## config.mk

```make
export PLATFORM = sky130hd
export DESIGN_NAME = inst_queue_flat
export DESIGN_NICKNAME = d
export VERILOG_FILES = /design/src/rtl/inst_queue_if.sv /design/src/rtl/inst_queue.sv /design/src/flat_wrapper.sv
export SDC_FILE = /design/constraint.sdc
export NUM_CORES = 1
export LEC_CHECK = 0
export CAP_MARGIN = 15
export CORE_MARGIN = 2
export CORE_UTILIZATION = 40
export CTS_BUF_LIST = sky130_fd_sc_hd__clkbuf_4
export CTS_CLUSTER_DIAMETER = 150
export DETAILED_ROUTE_END_ITERATION = 8
export PLACE_DENSITY_LB_ADDON = 0.3
export SLEW_MARGIN = 20
export SYNTH_ARGS = -nofsm -noshare
export SYNTH_HDL_FRONTEND = slang
export SYNTH_SLANG_ARGS = --single-unit
export TNS_END_PERCENT = 30
```

## constraint.sdc

```tcl
create_clock -name clk -period 2.5 [get_ports clk]
set_input_delay 0.5 -clock clk [delete_from_list [all_inputs] [get_ports clk]]
set_output_delay 0.5 -clock clk [all_outputs]
set_load 0.02 [all_outputs]
```

## src/rtl/inst_queue_if.sv

```systemverilog
//------------------------------------------------------------------------------
// inst_queue_if : fetch-side push / decode-side pop bundle of the instruction queue
// Rev 1.0 - initial release
//------------------------------------------------------------------------------
`default_nettype none

interface inst_queue_if #(
  parameter int ADDR_W = 32,
  parameter int INST_W = 32,
  parameter int DEPTH  = 4
);
  logic                   push_valid;
  logic                   push_ready;
  logic [ADDR_W-1:0]      push_pc;
  logic [INST_W-1:0]      push_inst;
  logic                   pop_valid;
  logic                   pop_ready;
  logic [ADDR_W-1:0]      pop_pc;
  logic [INST_W-1:0]      pop_inst;
  logic                   flush;
  logic [$clog2(DEPTH):0] count;
  logic                   full;
  logic                   empty;

  modport master (
    output push_valid, push_pc, push_inst, pop_ready, flush,
    input  push_ready, pop_valid, pop_pc, pop_inst, count, full, empty
  );

  modport slave (
    input  push_valid, push_pc, push_inst, pop_ready, flush,
    output push_ready, pop_valid, pop_pc, pop_inst, count, full, empty
  );
endinterface

`default_nettype wire

```

## src/rtl/inst_queue.sv

```systemverilog
//------------------------------------------------------------------------------
// inst_queue : elastic {pc, inst} FIFO between fetch and if_id, single-cycle flush.
// Optional macro IQ_BYPASS_EN adds a zero-latency path when the queue is empty.
// Rev 1.0 - initial release
//------------------------------------------------------------------------------
`default_nettype none

module inst_queue #(
  parameter int ADDR_W = 32,
  parameter int INST_W = 32,
  parameter int DEPTH  = 4
) (
  input  logic         clk,
  input  logic         rst,
  inst_queue_if.slave  bus
);
  localparam int                 c_IDX_W   = $clog2(DEPTH);
  localparam int                 c_PTR_W   = c_IDX_W + 1;
  localparam logic [c_PTR_W-1:0] c_PTR_ONE = {{(c_PTR_W-1){1'b0}}, 1'b1};

  logic [ADDR_W-1:0]  r_pcMem   [DEPTH];
  logic [INST_W-1:0]  r_instMem [DEPTH];
  logic [c_PTR_W-1:0] r_wrPtr, r_rdPtr, r_count;
  logic               r_full, r_empty;

  logic [c_PTR_W-1:0] w_wrNext, w_rdNext, w_countNext;
  logic [c_IDX_W-1:0] w_wrIdx, w_rdIdx;
  logic               w_pushReady, w_popValid, w_bypass;
  logic               w_pushFire, w_popFire, w_passThru, w_doWrite, w_doRead;
  logic [ADDR_W-1:0]  w_popPc;
  logic [INST_W-1:0]  w_popInst;

  assign w_wrIdx = r_wrPtr[c_IDX_W-1:0];
  assign w_rdIdx = r_rdPtr[c_IDX_W-1:0];

  // rst gates the handshakes so everything reads idle while reset is held
  assign w_pushReady = rst & ~r_full & ~bus.flush;
`ifdef IQ_BYPASS_EN
  assign w_bypass    = rst & r_empty & bus.push_valid & ~bus.flush;
`else
  assign w_bypass    = 1'b0;
`endif
  assign w_popValid  = rst & ~bus.flush & (~r_empty | w_bypass);

  assign w_pushFire = bus.push_valid & w_pushReady;
  assign w_popFire  = w_popValid & bus.pop_ready;
  assign w_passThru = w_bypass & bus.pop_ready;
  assign w_doWrite  = w_pushFire & ~w_passThru;
  assign w_doRead   = w_popFire & ~w_passThru;

  always_comb begin
    w_wrNext    = r_wrPtr;
    w_rdNext    = r_rdPtr;
    w_countNext = r_count;
    if (bus.flush) begin
      w_wrNext    = '0;
      w_rdNext    = '0;
      w_countNext = '0;
    end else begin
      if (w_doWrite) w_wrNext = r_wrPtr + c_PTR_ONE;
      if (w_doRead)  w_rdNext = r_rdPtr + c_PTR_ONE;
      case ({w_doWrite, w_doRead})
        2'b10:   w_countNext = r_count + c_PTR_ONE;
        2'b01:   w_countNext = r_count - c_PTR_ONE;
        default: w_countNext = r_count;
      endcase
    end
  end

  always_comb begin
    w_popPc   = '0;
    w_popInst = '0;
    if (w_popValid) begin
`ifdef IQ_BYPASS_EN
      if (r_empty) begin
        w_popPc   = bus.push_pc;
        w_popInst = bus.push_inst;
      end else
`endif
      begin
        w_popPc   = r_pcMem[w_rdIdx];
        w_popInst = r_instMem[w_rdIdx];
      end
    end
  end

  always_ff @(posedge clk or negedge rst) begin
    if (!rst) begin
      r_wrPtr <= '0;
      r_rdPtr <= '0;
      r_count <= '0;
      r_full  <= 1'b0;
      r_empty <= 1'b1;
      for (int i = 0; i < DEPTH; i++) begin
        r_pcMem[i]   <= '0;
        r_instMem[i] <= '0;
      end
    end else begin
      r_wrPtr <= w_wrNext;
      r_rdPtr <= w_rdNext;
      r_count <= w_countNext;
      // Same slot with opposite wrap bits means the writer is a full lap ahead
      r_full  <= (w_wrNext[c_IDX_W-1:0] == w_rdNext[c_IDX_W-1:0]) &&
                 (w_wrNext[c_IDX_W] != w_rdNext[c_IDX_W]);
      r_empty <= (w_wrNext == w_rdNext);
      if (w_doWrite) begin
        r_pcMem[w_wrIdx]   <= bus.push_pc;
        r_instMem[w_wrIdx] <= bus.push_inst;
      end
    end
  end

  assign bus.push_ready = w_pushReady;
  assign bus.pop_valid  = w_popValid;
  assign bus.pop_pc     = w_popPc;
  assign bus.pop_inst   = w_popInst;
  assign bus.count      = r_count;
  assign bus.full       = r_full;
  assign bus.empty      = r_empty;
endmodule

`default_nettype wire

```

## src/flat_wrapper.sv

```systemverilog
// flat-port wrapper written by rule: the top's interface ports become plain ports
module inst_queue_flat 
#(
  parameter int ADDR_W = 32,
  parameter int INST_W = 32,
  parameter int DEPTH  = 4
)
  (clk, rst, bus_push_valid, bus_push_pc, bus_push_inst, bus_pop_ready, bus_flush, bus_push_ready, bus_pop_valid, bus_pop_pc, bus_pop_inst, bus_count, bus_full, bus_empty);
  inst_queue_if #(.ADDR_W(ADDR_W), .INST_W(INST_W), .DEPTH(DEPTH)) bus_i ();
  input  logic clk;
  input  logic rst;
  input wire logic [$bits(bus_i.push_valid)-1:0] bus_push_valid;
  input wire logic [$bits(bus_i.push_pc)-1:0] bus_push_pc;
  input wire logic [$bits(bus_i.push_inst)-1:0] bus_push_inst;
  input wire logic [$bits(bus_i.pop_ready)-1:0] bus_pop_ready;
  input wire logic [$bits(bus_i.flush)-1:0] bus_flush;
  output wire logic [$bits(bus_i.push_ready)-1:0] bus_push_ready;
  output wire logic [$bits(bus_i.pop_valid)-1:0] bus_pop_valid;
  output wire logic [$bits(bus_i.pop_pc)-1:0] bus_pop_pc;
  output wire logic [$bits(bus_i.pop_inst)-1:0] bus_pop_inst;
  output wire logic [$bits(bus_i.count)-1:0] bus_count;
  output wire logic [$bits(bus_i.full)-1:0] bus_full;
  output wire logic [$bits(bus_i.empty)-1:0] bus_empty;
  assign bus_i.push_valid = bus_push_valid;
  assign bus_i.push_pc = bus_push_pc;
  assign bus_i.push_inst = bus_push_inst;
  assign bus_i.pop_ready = bus_pop_ready;
  assign bus_i.flush = bus_flush;
  assign bus_push_ready = bus_i.push_ready;
  assign bus_pop_valid = bus_i.pop_valid;
  assign bus_pop_pc = bus_i.pop_pc;
  assign bus_pop_inst = bus_i.pop_inst;
  assign bus_count = bus_i.count;
  assign bus_full = bus_i.full;
  assign bus_empty = bus_i.empty;
  inst_queue #(.ADDR_W(ADDR_W), .INST_W(INST_W), .DEPTH(DEPTH)) u_core (.clk(clk), .rst(rst), .bus(bus_i));
endmodule
```

==> flow_summary.json <==
{
  "place.gp.congestion": 0.7155,
  "syn_to_final_growth_pct": 28.35,
  "track_usage_pct": 16.83,
  "rsz0062_at_grt": "true",
  "regArea_um2": 6688,
  "fin_nets": 1043,
  "clockBufferDepth": 3,
  "finalCritPeriodShare_pct": 109.4,
  "n_fill_cell": 2514,
  "grt_max_degree": 182,
  "clk_pin_slew_worst_paths_ns": 0.07,
  "synthCells": 755,
  "syn_nets": 830,
  "cpMaxStageDelayCell": "dfrtp_4",
  "fin_crit_ns": 2.734,
  "core_area_um2": 29640,
  "hold_viol_final": 0,
  "crit_type": "flop to primary output",
  "clock-root-buffer": "clkbuf_4",
  "worstPathMaxFanout": 7,
  "status": "complete, but fails checks",
  "use_met3_pct": 4.220,
  "holdWs_ns": 0.4636,
  "yosysSeqAreaShare_pct": 55.36,
  "yosysWarnings": 0,
  "synthDistinctLibCells": 32,
  "fmax_ghz": 0.3658,
  "io_pins": 140,
  "synth_area_um2": 12070,
  "maxSlewViolCount": 0,
  "ys_ff_latch": 267,
  "vias_per_cell": 5.011,
  "grt_pass1_vias": 7618,
  "slowest_delay_ns": 0.51,
  "drt_iter0_markers": 228,
  "wl_per_cell_um": 18.12,
  "skew_ns": 0.04173,
  "vias": 7040,
  "overflow": 0,
  "peakVddDrop_mv": 0.3576,
  "drive_above_1_share_pct": 35.01,
  "dpl.hpwl_mm": 15.57,
  "cts_tree": "built",
  "maxCapViolations": 0,
  "use_met2_pct": 26.68,
  "arrival_ns": 2.23,
  "numPortBuffers": 139,
  "synth_area_per_cell_um2": 15.99,
  "end_kind": "primary output",
  "clock_sinks": 267,
  "row_count": 63,
  "multi_input_area_um2": 5258,
  "drcViolationCount": 0,
  "met1_usage_pct": 22.88,
  "setup_viol": 64,
  "cp.required_ns": 2.00,
  "worstPathCellList": "buf_12 > buf_4 > mux4_2 > and2_1 > buf_2",
  "setup_ws_ns": -0.2339,
  "grt_pass1_wl_mm": 41.12,
  "die_h_um": 177.7,
  "r2r_cells": 9,
  "power_mw": 10.62,
  "cts.htree.levels": 3,
  "start_util_pct": 40.73,
  "violations": "setup timing",
  "cp.buffers_inverters": 3,
  "final_common_cell": "dfrtp_1",
  "tightest_slew_ns": 0.8768,
  "min_path_type": "primary input to async pin",
  "leakagePower_nw": 7.383,
  "antenna_found_initial": 1,
  "ant_nets": 0,
  "die_w_um": 177.7,
  "path_delay_family": "flip-flops",
  "clk_latency_ns": 0.65,
  "cp-start-kind": "flop",
  "top_usage_layer": "met2",
  "first_pass_iters": 4,
  "die_area_um2": 31580,
  "max_slew_margin_pct": 41.55,
  "final_cell_mix": "dfrtp_1 (264), mux2_1 (256), clkbuf_4 (114), clkdlybuf4s50_1 (72), mux4_2 (64)",
  "cp.depth": 5,
  "wl_mm": 25.46,
  "cts_buffers": 75,
  "p_per_area_nw_per_um2": 685.6
}
## per-layer routing
layer	vias to the layer above	part of all wire, %
met3	22	4.7
li1	3230	-
met5	-	0
met4	0	0.99
met2	140	48
met1	3648	46
## final timing paths
kind                                      endpoint  slack (ns)                from
worst min-delay path             u_core.r_wrPtr[1]        0.46                 rst
min in group clk                u_core.r_pcMem[50]        0.48  u_core.r_pcMem[50]
worst max register to register     u_core.bus.full        0.47   u_core.r_rdPtr[0]
worst max-delay path              bus_pop_inst[21]       -0.23   u_core.r_rdPtr[0]
worst min register to register  u_core.r_pcMem[50]        0.48  u_core.r_pcMem[50]
max in group asynchronous       u_core.r_pcMem[31]        0.74                 rst
## cell usage after synthesis, drive strengths merged
master  count  area [µm²]
or2         1       6.260
ha          5       62.56
nor2        8       30.03
dfstp       1       26.28
inv         5       18.77
a211oi      1       7.510
and2       64       400.4
and3        1       6.260
a21oi       1       5.000
nand3b      1       7.510
nand3       3       15.01
nand2b      2       12.51
xnor2       3       26.28
clkbuf     13       48.80
mux2i       1       10.01
mux2      256        2883
buf        35       220.2
nand2       4       25.02
nor2b       1       6.260
dfrtp     266        6656
o21a        1       7.510
nor4b       1       15.01
xor2        6       52.55
o21ai       3       15.01
a21o        1       7.510
fa          1       20.02
and4bb      1       12.51
mux4       64        1441
nor3        5       25.02
## stage by stage
stage | cells | utilization, % | instance area (µm²) | setup TNS [ns] | setup WS [ns]
final | 1405 | 52.27 | 15490 | -11.52 | -0.2339
after global routing | 1405 | 52.27 | 15490 | -18.66 | -0.3355
after CTS | 1404 | 51.67 | 15310 | -18.17 | -0.3598
after detailed placement | 1268 | 47.86 | 14180 | -13.88 | -0.2497
after global placement | 1268 | 47.86 | 14180 | -12.95 | -0.2214
after floorplan | 755 | - | 12070 | 0 | 0.4099
## area by class of cell
| class | instances | share of cell area, % |
|---|---|---|
| clock buffers | 114 | 5.524 |
| well taps | 390 | 3.150 |
| flip-flops and latches | 267 | 43.17 |
| repair buffers | 184 | 13.60 |
| inverters | 5 | 0.1211 |
| clock inverters | 9 | 0.4846 |
| diodes | 1 | 0.01615 |
| multi-input cells | 435 | 33.94 |
## registers in the layout, indices dropped and copies added, names as in the netlist
name	cells
u_core.bus.empty	1
u_core.r_pcMem	128
u_core.bus.full	1
u_core.r_rdPtr	3
u_core.r_instMem	128
u_core.bus.count	3
u_core.r_wrPtr	3
## report_power, final
group | leakage (nW) | internal (mW) | switching [mW]
Combinational | 3.32 | 0.910 | 0.563
Sequential | 3.50 | 4.95 | 0.299
Clock | 0.560 | 2.16 | 1.73
Total | 7.38 | 8.03 | 2.59
## cell families after synthesis
| family | Yosys count | synth area share [%] |
|---|---|---|
| buf+inv | 53 | 2.384 |
| mux | 321 | 35.91 |
| fa+ha+maj | 6 | 0.6842 |
| simple gates | 92 | 4.654 |
| flops | 267 | 55.36 |
| xor+xnor | 9 | 0.6531 |
| compound gates | 7 | 0.3524 |
## worst register-to-register path, delay by kind of cell, from the launching register on
family,cells,cell delay [ns]
AND/OR/NAND/NOR,2,0.50
adder cells (fa/ha/maj),1,0.14
XOR/XNOR,2,0.41
buffers and inverters,4,0.44
flip-flops,1,0.46
## what timing repair did
| action | CTS | global route |
|---|---|---|
| resized for setup | 348 | 81 |
| endpoints found under the setup margin | 65 | 65 |
| buffers inserted | 7 | 4 |
| cloned | 5 | 0 |
| hold buffers | 1 | 0 |
| pin swaps | 26 | 19 |
| endpoints found under the hold margin | 15 | 0 |
(Power assumes the default switching activity.)
